## config.mk

```make
export PLATFORM = sky130hd
export DESIGN_NAME = param_seq_alu
export DESIGN_NICKNAME = d
export VERILOG_FILES = /design/src/rtl/param_seq_alu.sv
export SDC_FILE = /design/constraint.sdc
export NUM_CORES = 1
export LEC_CHECK = 0
export CAP_MARGIN = 10
export CORE_MARGIN = 10
export CORE_UTILIZATION = 56
export DETAILED_ROUTE_END_ITERATION = 8
export PLACE_DENSITY = 0.88
export REMOVE_ABC_BUFFERS = 1
export SYNTH_ARGS = -nofsm -noshare
export SYNTH_HDL_FRONTEND = slang
export SYNTH_SLANG_ARGS = --single-unit
```

## constraint.sdc

```tcl
create_clock -name clk -period 2.8 [get_ports clk]
set_input_delay 0.42 -clock clk [delete_from_list [all_inputs] [get_ports clk]]
set_output_delay 0.42 -clock clk [all_outputs]
set_load 0.05 [all_outputs]
```

## src/rtl/param_seq_alu.sv

```systemverilog
// Registered WIDTH-bit ALU with a valid/ready handshake and registered flags.
// MUL is a multi-cycle shift-add multiply; every other op completes in one cycle.
module param_seq_alu #(
  parameter int WIDTH = 8,
  parameter int CNT_W = $clog2(WIDTH) + 1
) (
  input  logic             clk,
  input  logic             reset,
  input  logic             in_valid,
  output logic             in_ready,
  input  logic [WIDTH-1:0] a,
  input  logic [WIDTH-1:0] b,
  input  logic [2:0]       op,
  output logic             out_valid,
  input  logic             out_ready,
  output logic [WIDTH-1:0] result,
  output logic             cout,
  output logic             overflow,
  output logic             zero,
  output logic             busy
);

  typedef enum logic [1:0] {
    S_IDLE,
    S_MUL,
    S_DONE
  } state_t;

  localparam logic [2:0] OP_AND = 3'b000;
  localparam logic [2:0] OP_OR  = 3'b001;
  localparam logic [2:0] OP_ADD = 3'b010;
  localparam logic [2:0] OP_SUB = 3'b110;
  localparam logic [2:0] OP_SLT = 3'b111;
  localparam logic [2:0] OP_NOR = 3'b100;
  localparam logic [2:0] OP_MUL = 3'b011;
  localparam logic [CNT_W-1:0] LAST_CNT = CNT_W'(WIDTH - 1);

  state_t           r_state;
  state_t           w_state_nxt;
  logic [WIDTH-1:0] r_result;
  logic             r_cout;
  logic             r_ovf;
  logic [WIDTH-1:0] r_acc;
  logic [WIDTH-1:0] r_mcand;
  logic [WIDTH-1:0] r_mplier;
  logic [CNT_W-1:0] r_cnt;

  logic             w_accept;
  logic             w_is_mul;
  logic             w_mul_last;
  logic [WIDTH-1:0] w_acc_nxt;
  logic [WIDTH-1:0] w_b_eff;
  logic [WIDTH:0]   w_sum;
  logic             w_c_msb;
  logic             w_ovf;
  logic [WIDTH-1:0] w_alu_res;
  logic             w_alu_cout;
  logic             w_alu_ovf;

  assign in_ready  = (r_state == S_IDLE) |
                     ((r_state == S_DONE) & out_ready);
  assign w_accept  = in_valid & in_ready;
  assign w_is_mul  = (op == OP_MUL);
  assign out_valid = (r_state == S_DONE);
  assign busy      = (r_state == S_MUL);
  assign result    = r_result;
  assign cout      = r_cout;
  assign overflow  = r_ovf;
  assign zero      = (r_result == '0);

  // Shared adder: op[2] inverts b and injects the carry-in.
  assign w_b_eff = op[2] ? ~b : b;
  assign w_sum   = {1'b0, a} + {1'b0, w_b_eff} +
                   {{WIDTH{1'b0}}, op[2]};
  assign w_c_msb = a[WIDTH-1] ^ w_b_eff[WIDTH-1] ^ w_sum[WIDTH-1];
  assign w_ovf   = w_c_msb ^ w_sum[WIDTH];

  assign w_acc_nxt  = r_mplier[0] ? (r_acc + r_mcand) : r_acc;
  assign w_mul_last = (r_cnt == LAST_CNT);

  always_comb begin
    w_alu_res  = '0;
    w_alu_cout = 1'b0;
    w_alu_ovf  = 1'b0;
    case (op)
      OP_AND: w_alu_res = a & b;
      OP_OR:  w_alu_res = a | b;
      OP_NOR: w_alu_res = ~(a | b);
      OP_ADD, OP_SUB: begin
        w_alu_res  = w_sum[WIDTH-1:0];
        w_alu_cout = w_sum[WIDTH];
        w_alu_ovf  = w_ovf;
      end
      OP_SLT: begin
        w_alu_res  = {{(WIDTH-1){1'b0}}, w_sum[WIDTH-1] ^ w_ovf};
        w_alu_cout = w_sum[WIDTH];
        w_alu_ovf  = w_ovf;
      end
      default: w_alu_res = '0;
    endcase
  end

  always_comb begin
    w_state_nxt = r_state;
    unique case (r_state)
      S_IDLE: begin
        if (w_accept)
          w_state_nxt = w_is_mul ? S_MUL : S_DONE;
      end
      S_MUL: begin
        if (w_mul_last)
          w_state_nxt = S_DONE;
      end
      S_DONE: begin
        if (w_accept)
          w_state_nxt = w_is_mul ? S_MUL : S_DONE;
        else if (out_ready)
          w_state_nxt = S_IDLE;
      end
      default: w_state_nxt = S_IDLE;
    endcase
  end

  always_ff @(posedge clk) begin
    if (reset)
      r_state <= S_IDLE;
    else
      r_state <= w_state_nxt;
  end

  always_ff @(posedge clk) begin
    if (reset) begin
      r_result <= '0;
      r_cout   <= 1'b0;
      r_ovf    <= 1'b0;
      r_acc    <= '0;
      r_mcand  <= '0;
      r_mplier <= '0;
      r_cnt    <= '0;
    end else if (w_accept) begin
      if (w_is_mul) begin
        r_acc    <= '0;
        r_mcand  <= a;
        r_mplier <= b;
        r_cnt    <= '0;
      end else begin
        r_result <= w_alu_res;
        r_cout   <= w_alu_cout;
        r_ovf    <= w_alu_ovf;
      end
    end else if (r_state == S_MUL) begin
      r_acc    <= w_acc_nxt;
      r_mcand  <= r_mcand << 1;
      r_mplier <= r_mplier >> 1;
      r_cnt    <= r_cnt + CNT_W'(1);
      if (w_mul_last) begin
        r_result <= w_acc_nxt;
        r_cout   <= 1'b0;
        r_ovf    <= 1'b0;
      end
    end
  end

endmodule
```

---- After elaboration in Yosys (flattened, before gate mapping) ----
Index checks and enable logic that the tools add are counted.
cells by class
  add/subtract/negate cells ............... 4
  eq/ne operators ......................... 14
  muxes and demuxes ....................... 33
  bitwise logic cells ..................... 11
  reductions and logical operators ........ 10
operators with widths
  operator                                                                count
  8-bit two-way mux                                                       15
  8-bit case mux with 5 select lines                                      1
  8-bit NOT                                                               2
  4-bit two-way mux                                                       3
  2-bit two-way mux                                                       5
  8-bit by 8-bit adder with 9-bit output                                  1
  9-bit by 1-bit adder with 9-bit output                                  1
  3-bit equality test (second input constant)                             3
  8-bit adder                                                             1
  8-bit bitwise AND                                                       1
  8-bit zero test                                                         1
  1-bit two-way mux                                                       8
  8-bit OR                                                                1
  3-bit by 2-bit equality test with 1-bit output (second input constant)  2
  2-bit case mux with 3 select lines                                      1
  3-bit AND reduction                                                     2
  4-bit by 1-bit adder with 4-bit output (second input constant)          1
  4-bit by 3-bit equality test with 1-bit output (second input constant)  1
  2-bit by 1-bit != test with 1-bit output (second input constant)        2
  2-bit != test (second input constant)                                   2
  2-bit nonzero test                                                      2
  1-bit bitwise XOR                                                       4
  3-bit by 1-bit equality test with 1-bit output (second input constant)  1
  3-bit zero test                                                         1
  other kinds (9)                                                         10
word-level totals
  register bits ........................... 40
  input port bits ......................... 23
  output and inout bits ................... 14
  logic and storage cells ................. 80

---- Longest topological paths before layout ----
Gate-level depths: netlist of the first run.
  depth after elaboration ................. 10
  mapped depth ............................ 8
  gate-level depth less buffers ........... 7

---- Worst setup path before layout of the first run ----
OpenSTA, ideal clock, no wires.
  kind .................................... input to register
  start ................................... input port op[2]
  end ..................................... register r_cout (netlist: cout)
  data arrival time ....................... 2.032 ns
  setup slack ............................. 0.640 ns
  cell stages on the path ................. 8
  path through ............................ buf_4 xor2_1 fa_1 a21oi_1 o22ai_1 o41ai_2 a2bb2oi_1 nor2_1
on the way
  cells in the longest elaborated chain, start to end .. 6
  elaborated cells on any way between the ends .. 13
  classes of those cells .................. add/sub: 2; eq/ne: 5; mux: 4; reduce/logical: 2
ends and longest elaborated chain
  what                                    RTL line  RTL
  start, declared                         13        input logic [2:0] op,
  8-bit two-way mux                       72        assign w_b_eff = op[2] ? ~b : b;
  8-bit by 8-bit adder with 9-bit output  73        assign w_sum = {1'b0, a} + {1'b0, w_b_eff} +
  9-bit by 1-bit adder with 9-bit output  73
  1-bit two-way mux                       85        case (op)
  1-bit two-way mux                       141       if (w_is_mul) begin
  1-bit two-way mux                       140       end else if (w_accept) begin
  end signal, assigned                    148       r_cout <= w_alu_cout;
  end, declared                           41        logic r_cout;
Parallel ways exist; a longest one is shown, timed or not. The select of a mux whose other input is x is not followed.
A chain may end at the register's enable or synchronous reset.

---- Worst setup path in the final report of the first run ----
  start ................................... register r_result[6] (netlist: result[6])
  end ..................................... output port zero
on the way
  cells in the longest elaborated chain, start to end .. 1
ends and longest elaborated chain
  what                    RTL line  RTL
  start, declared         40        logic [WIDTH-1:0] r_result;
  start signal, assigned  147       r_result <= w_alu_res;
  start signal, assigned  157       r_result <= w_acc_nxt;
  8-bit zero test         69        assign zero = (r_result == '0);
  end, declared           19        output logic zero,
Every way passes these cells.

==> results of run 1 <==
[registers in the layout, summed over array words and instances (netlist names)]
signal / count
r_cnt: 4
r_state: 2
r_mplier: 8
r_acc: 8
result: 8
cout: 1
r_mcand: 8
overflow: 1
[worst max-delay path by stage]
stage	end	slack [ps]	cells past startpoint
final	zero	230	3
after global routing	in_ready	170	4
after global placement	result[7]	-40	9
after CTS	result[4]	150	10
after detailed placement	result[4]	-170	10
after floorplan	r_acc[0]	370	5
[area by class of cell]
class	instances	area [um2]	area share
repair buffers	60	543	0.149
well taps	70	87.6	0.0240
inverters	9	33.8	0.00927
flip-flops and latches	40	801	0.220
multi-input cells	308	2050	0.563
clock inverters	1	30.0	0.00824
clock buffers	7	96.3	0.0264
[cell families after synthesis]
family | share of synthesized area
muxes | 0.0117
DFF | 0.267
xor gates and xnor gates | 0.0496
AOI/OAI and AO/OA | 0.276
buffers and inverters | 0.0517
adders and majority gates | 0.103
and+or+nand+nor | 0.242
[cells in the final DEF (no fill, tap or decap), types with 3 or more instances in the layout]
| cell type | netlist | routed |
|---|---|---|
| nor3_1 | 14 | 14 |
| nand2_1 | 44 | 44 |
| o21ai_0 | 9 | 9 |
| buf_4 | 1 | 24 |
| o31ai_1 | 5 | 5 |
| maj3_1 | 8 | 8 |
| nor2b_1 | 4 | 4 |
| nand3_1 | 6 | 6 |
| xnor2_1 | 3 | 3 |
| or4_1 | 3 | 3 |
| nand3b_1 | 5 | 5 |
| a31oi_1 | 4 | 4 |
| a311oi_1 | 16 | 16 |
| a22oi_1 | 10 | 10 |
| a211oi_1 | 7 | 7 |
| nor2_1 | 53 | 53 |
| o21bai_1 | 4 | 4 |
| a21o_1 | 4 | 4 |
| o32ai_1 | 3 | 3 |
| o22ai_1 | 3 | 3 |
| clkbuf_8 | 0 | 7 |
| inv_1 | 7 | 7 |
| a21oi_1 | 18 | 18 |
| nand2b_1 | 5 | 5 |
| dfxtp_1 | 40 | 40 |
| ha_1 | 15 | 15 |
| nand4_1 | 5 | 5 |
| o221ai_1 | 3 | 3 |
| xor2_1 | 14 | 14 |
| clkdlybuf4s50_1 | 0 | 35 |
[worst max-delay path, stage by stage, from the launching register on]
cell and delay [ps]:
dfxtp_1 330, or4_1 580, nor2_1 130, clkdlybuf4s50_1 810
[Yosys cell counts (8+ instances only)]
library cell and instances:
nor2_1 53, buf_2 12, xor2_1 14, a22oi_1 10, nand2_1 44, dfxtp_1 40
nor3_1 14, a21oi_1 18, maj3_1 8, a311oi_1 16, o21ai_0 9, ha_1 15
[layer usage]
layer,GRT usage,vias to the layer above
met1,0.243,1436
li1,-,1508
met2,0.326,138
met4,0.0810,0
met3,0.0576,27
met5,0,-
[power groups by stage]
stage	clock network (mW)	logic, mW	registers [mW]
after floorplan	0	0.282	0.666
after global placement	0	0.522	0.632
after detailed placement	0	0.528	0.633
after CTS	0.532	0.531	0.619
after global routing	0.550	0.580	0.624
final	0.530	0.534	0.620
==> out/metrics.yaml, run 1 <==
status: "finished clean"
cp.arrival_ps: 2150
finalWorstSetupSlack_ps: 228
cts_resized: 0
min_period_ps: 2570
ys_warn_count: 0
portBuffers: 36
cts_buffer_depth: 2
viasPerCell: 6.28
synth_area_leaders: "dfxtp_1, nor2_1, ha_1, nand2_1, a311oi_1"
wl_met2_um: 4070
switching_share: 0.328
syn_inst: 380
grt_pass1_vias: 2967
cts_hold_buf: 0
holdPathStages: 2
n_antenna_cell: 0
die_w_um: 93.2
finClkSkew_ps: 5.58
p_seq_frac: 0.368
ant_nets: 0
rr_worst_depth: 7
hold_violations: 0
startpoint: "result[6]"
drive_gt1_frac: 0.111
fin_area_mm2: 0.00365
worstMarginPinSlew_ps: 796
p_int_mw: 1.13
seq_area_frac_synth: 0.267
cts_made_buffers: 5
num_rows: 26
routed-wl-met3_um: 748
endpoint_kind: "output pin"
maxSlewHeadroom: 0.467
fin_util: 0.709
hp-start: "r_mplier[1]"
leakagePower_nw: 1.38
reg2reg_slack_ps: 440
finalPower_mw: 1.68
areaGrowthSynthToFinish_pct: 21.5
grt_pass1_wl_um: 14500
post_cts_buffers: 0
cts_tree: "built"
clk_latency_ps: 300
hpwl_um: 6820
drc_errors: 0
rsz0062_at_grt: "no"
top_level_ports: 37
slew_viol_final: 0
initial_core_util: 0.584
syn_avg_cell_area_um2: 7.90
worstReg2RegEnd: "result[4]"
yosysTopAreaCell: "dfxtp_1"
track_usage: 0.201
die_area_mm2: 0.00869
syn-cell-area_mm2: 0.00300
grt_overflow_total: 0
post_drt_wl_per_cell_um: 17.7
synth-seq-cells: 40
setup_viol: 0
wl_met1_um: 3680
path_max_fanout: 3
core_area_mm2: 0.00514
critPathLaunchType: "flip-flop"
ys.flop_type: "dfxtp_1"
critPathKind: "flip-flop to output pin"
hold_slack_ps: 478
power.switching_mw: 0.552
cts.clk_slew.worst_paths_ps: 80
post-route-period-util: 0.919
maxClockFrequency_mhz: 389
clock_sinks: 40
die_h_um: 93.2
dpl_cell_area_mm2: 0.00352
fillerInstances: 418
synth_edf_count: 0
ir_drop_mv: 0.239
holdPathEnd: "r_mplier[0]"
tns_ps: 0
routed.top_layer: "met4"
hp-class: "flip-flop to flip-flop"
pre_cts_slack_ps: -172
routabilityCongestion: 0.900
pwr_density_cell_mw_per_mm2: 462
required_ps: 2380
cts-htree-levels: 2
synth_cell_types: 68
synth_async_sr_flop_share: 0
antenna_found_initial: 0
maxCapViolations: 0
synth.top_cell.area_share: 0.267
r2r-start: "r_mcand[0]"
final_nets: 464
vias: 3109
place_inst: 487
drt_first_pass_iters: 5
wirelength_um: 8740
grt_max_degree: 31
first_iter_violations: 278
instances_no_fill: 495
cts_root_buffer: "clkbuf_8"
p_clk_frac: 0.315
combinationalPowerShare: 0.317
(Power assumes the default switching activity.)
==> inputs of run 2 (changes only) <==
--- a/config.mk
+++ b/config.mk
@@ -9,8 +9,9 @@
 export CORE_MARGIN = 10
 export CORE_UTILIZATION = 56
 export DETAILED_ROUTE_END_ITERATION = 8
-export PLACE_DENSITY = 0.88
+export PLACE_DENSITY_LB_ADDON = 0.1
 export REMOVE_ABC_BUFFERS = 1
+export SKIP_LAST_GASP = 1
 export SYNTH_ARGS = -nofsm -noshare
 export SYNTH_HDL_FRONTEND = slang
 export SYNTH_SLANG_ARGS = --single-unit
==> run 2 against run 1 <==
Effect of this change: clock-buffer cell count decreased by 1; maximum frequency increased by 0.92%; sequential share of layout area increased by 0.27 points; worst hold slack improved by 4.2 ps; global-route usage decreased by 0.40 points; wire length decreased by 2.9%; combinational power decreased by 3%.
==> out/metrics.yaml, run 2 (same netlist as run 1, synthesis figures left out) <==
cts_tree: "built"  # unchanged
holdPathStages: 2  # unchanged
viasPerCell: 6.23  # was 6.28
hp-start: "r_acc[3]"  # was r_mplier[1]
hp-class: "flip-flop to flip-flop"  # unchanged
drc_errors: 0  # unchanged
first_iter_violations: 231  # was 278
instances_no_fill: 492  # was 495
fin_area_mm2: 0.00360  # was 0.00365 mm2
r2r-start: "r_mcand[0]"  # unchanged
path_max_fanout: 8  # was 3
worstReg2RegEnd: "result[4]"  # unchanged
rr_worst_depth: 7  # unchanged
final_common_cell: "nor2_1"  # unchanged
ant_nets: 0  # unchanged
die_h_um: 93.2  # unchanged
register_area_um2: 801  # unchanged
dpl_cell_area_mm2: 0.00349  # was 0.00352 mm2
grt_max_degree: 31  # unchanged
setup_viol: 0  # unchanged
grt_overflow_total: 0  # unchanged
hold_slack_ps: 482  # was 478 ps
cts_resized: 0  # unchanged
reg2reg_slack_ps: 420  # was 440 ps
portBuffers: 36  # unchanged
maxCapViolations: 0  # unchanged
initial_core_util: 0.584  # unchanged
holdPathEnd: "r_acc[3]"  # was r_mplier[0]
routabilityCongestion: 0.888  # was 0.900
track_usage: 0.197  # was 0.201
final_cell_mix: "nor2_1, nand2_1, dfxtp_1"  # unchanged
post_drt_wl_per_cell_um: 17.3  # was 17.7 um
top_level_ports: 37  # unchanged
cp.arrival_ps: 2130  # was 2150 ps
leakagePower_nw: 1.35  # was 1.38 nW
cts-htree-levels: 2  # unchanged
endpoint_kind: "output pin"  # unchanged
required_ps: 2380  # about the same
slowest_stage: "clkdlybuf4s50_1"  # unchanged
cts_root_buffer: "clkbuf_8"  # unchanged
maxSlewHeadroom: 0.597  # was 0.467
cts.clk_slew.worst_paths_ps: 80  # about the same
post-route-period-util: 0.910  # was 0.919
clock_sinks: 40  # unchanged
critPathLaunchType: "input pin"  # was flip-flop
drt_first_pass_iters: 5  # unchanged
tns_ps: 0  # unchanged
critPathMaxStageDelay_ps: 720  # was 810 ps
post_cts_buffers: 0  # unchanged
finClkSkew_ps: 5.46  # was 5.58 ps
critPathKind: "input pin to output pin"  # was flip-flop to output pin
wirelength_um: 8490  # was 8740 um
die_area_mm2: 0.00869  # unchanged
fillerInstances: 453  # was 418
antenna_found_initial: 0  # unchanged
status: "finished clean"  # unchanged
finalPower_mw: 1.61  # was 1.68 mW
rsz0062_at_grt: "no"  # unchanged
min_period_ps: 2550  # was 2570 ps
path_delay_family: "buffers and inverters"  # unchanged
cpMostUsedCell: "clkdlybuf4s50_1"
num_rows: 26  # unchanged
cts_made_buffers: 5  # unchanged
maxClockFrequency_mhz: 392  # was 389 MHz
vias: 3063  # was 3109
ir_drop_mv: 0.309  # was 0.239 mV
cts_buffer_depth: 2  # unchanged
path_cells: "clkdlybuf4s50_1, nor2b_1, nor2_1, clkdlybuf4s50_1"  # was or4_1, nor2_1, clkdlybuf4s50_1
grt_pass1_wl_um: 14100  # was 14500 um
pwr_density_cell_mw_per_mm2: 447  # was 462 mW/mm2
worstMarginPinSlew_ps: 604  # was 796 ps
cts_hold_buf: 0  # unchanged
clk_latency_ps: 290  # was 300 ps
hold_violations: 0  # unchanged
die_w_um: 93.2  # unchanged
critPathBufInv: 2  # was 1
place_inst: 484  # was 487
n_antenna_cell: 0  # unchanged
slew_viol_final: 0  # unchanged
multi_input_comb_area_mm2: 0.00205  # unchanged
final_nets: 461  # was 464
drive_gt1_frac: 0.102  # was 0.111
core_area_mm2: 0.00514  # unchanged
grt_pass1_vias: 2897  # was 2967
hpwl_um: 6610  # was 6820 um
areaGrowthSynthToFinish_pct: 20.0  # was 21.5%
-- run 2: how the worst max path moves through the flow --
stage	from	to	slack, ps	depth (start not counted)
final	out_ready	in_ready	250	4
after global routing	out_ready	in_ready	120	4
after CTS	out_ready	in_ready	260	4
after detailed placement	op[2]	overflow	-20	8
after global placement	op[2]	cout	30	8
after floorplan	op[2]	r_acc[0]	370	5
-- run 2: area by class of cell --
class / count / share of cell area
clock buffers: 6 / 0.0201
clock inverters: 2 / 0.00973
inverters: 9 / 0.00938
multi-input cells: 308 / 0.570
flip-flops and latches: 40 / 0.222
well taps: 70 / 0.0243
repair buffers: 57 / 0.144
-- run 2: routing by layer --
metal	track usage	share of wire	routed length (um)
met1	0.247	0.45	3800
met5	0	0	0
met2	0.331	0.48	4060
met3	0.0368	0.056	472
met4	0.0617	0.019	159
-- run 2: power breakdown --
part           switching [mW]  internal, mW
clock                   0.205         0.265
combinational           0.304         0.215
sequential             0.0248         0.595
total                   0.534          1.08
-- run 2: tightest hold or removal path: cells and delay by family (launching register included) --
family	cells	cell delay [ps]
flops	1	330
simple gates	1	60
compound gates	1	50
-- run 2: metrics by stage --
| stage | setup WS [ps] | util |
|---|---|---|
| after floorplan | 374 | - |
| after global placement | 25.0 | 0.680 |
| after detailed placement | -15.1 | 0.680 |
| after CTS | 258 | 0.701 |
| after global routing | 124 | 0.701 |
| final | 252 | 0.701 |
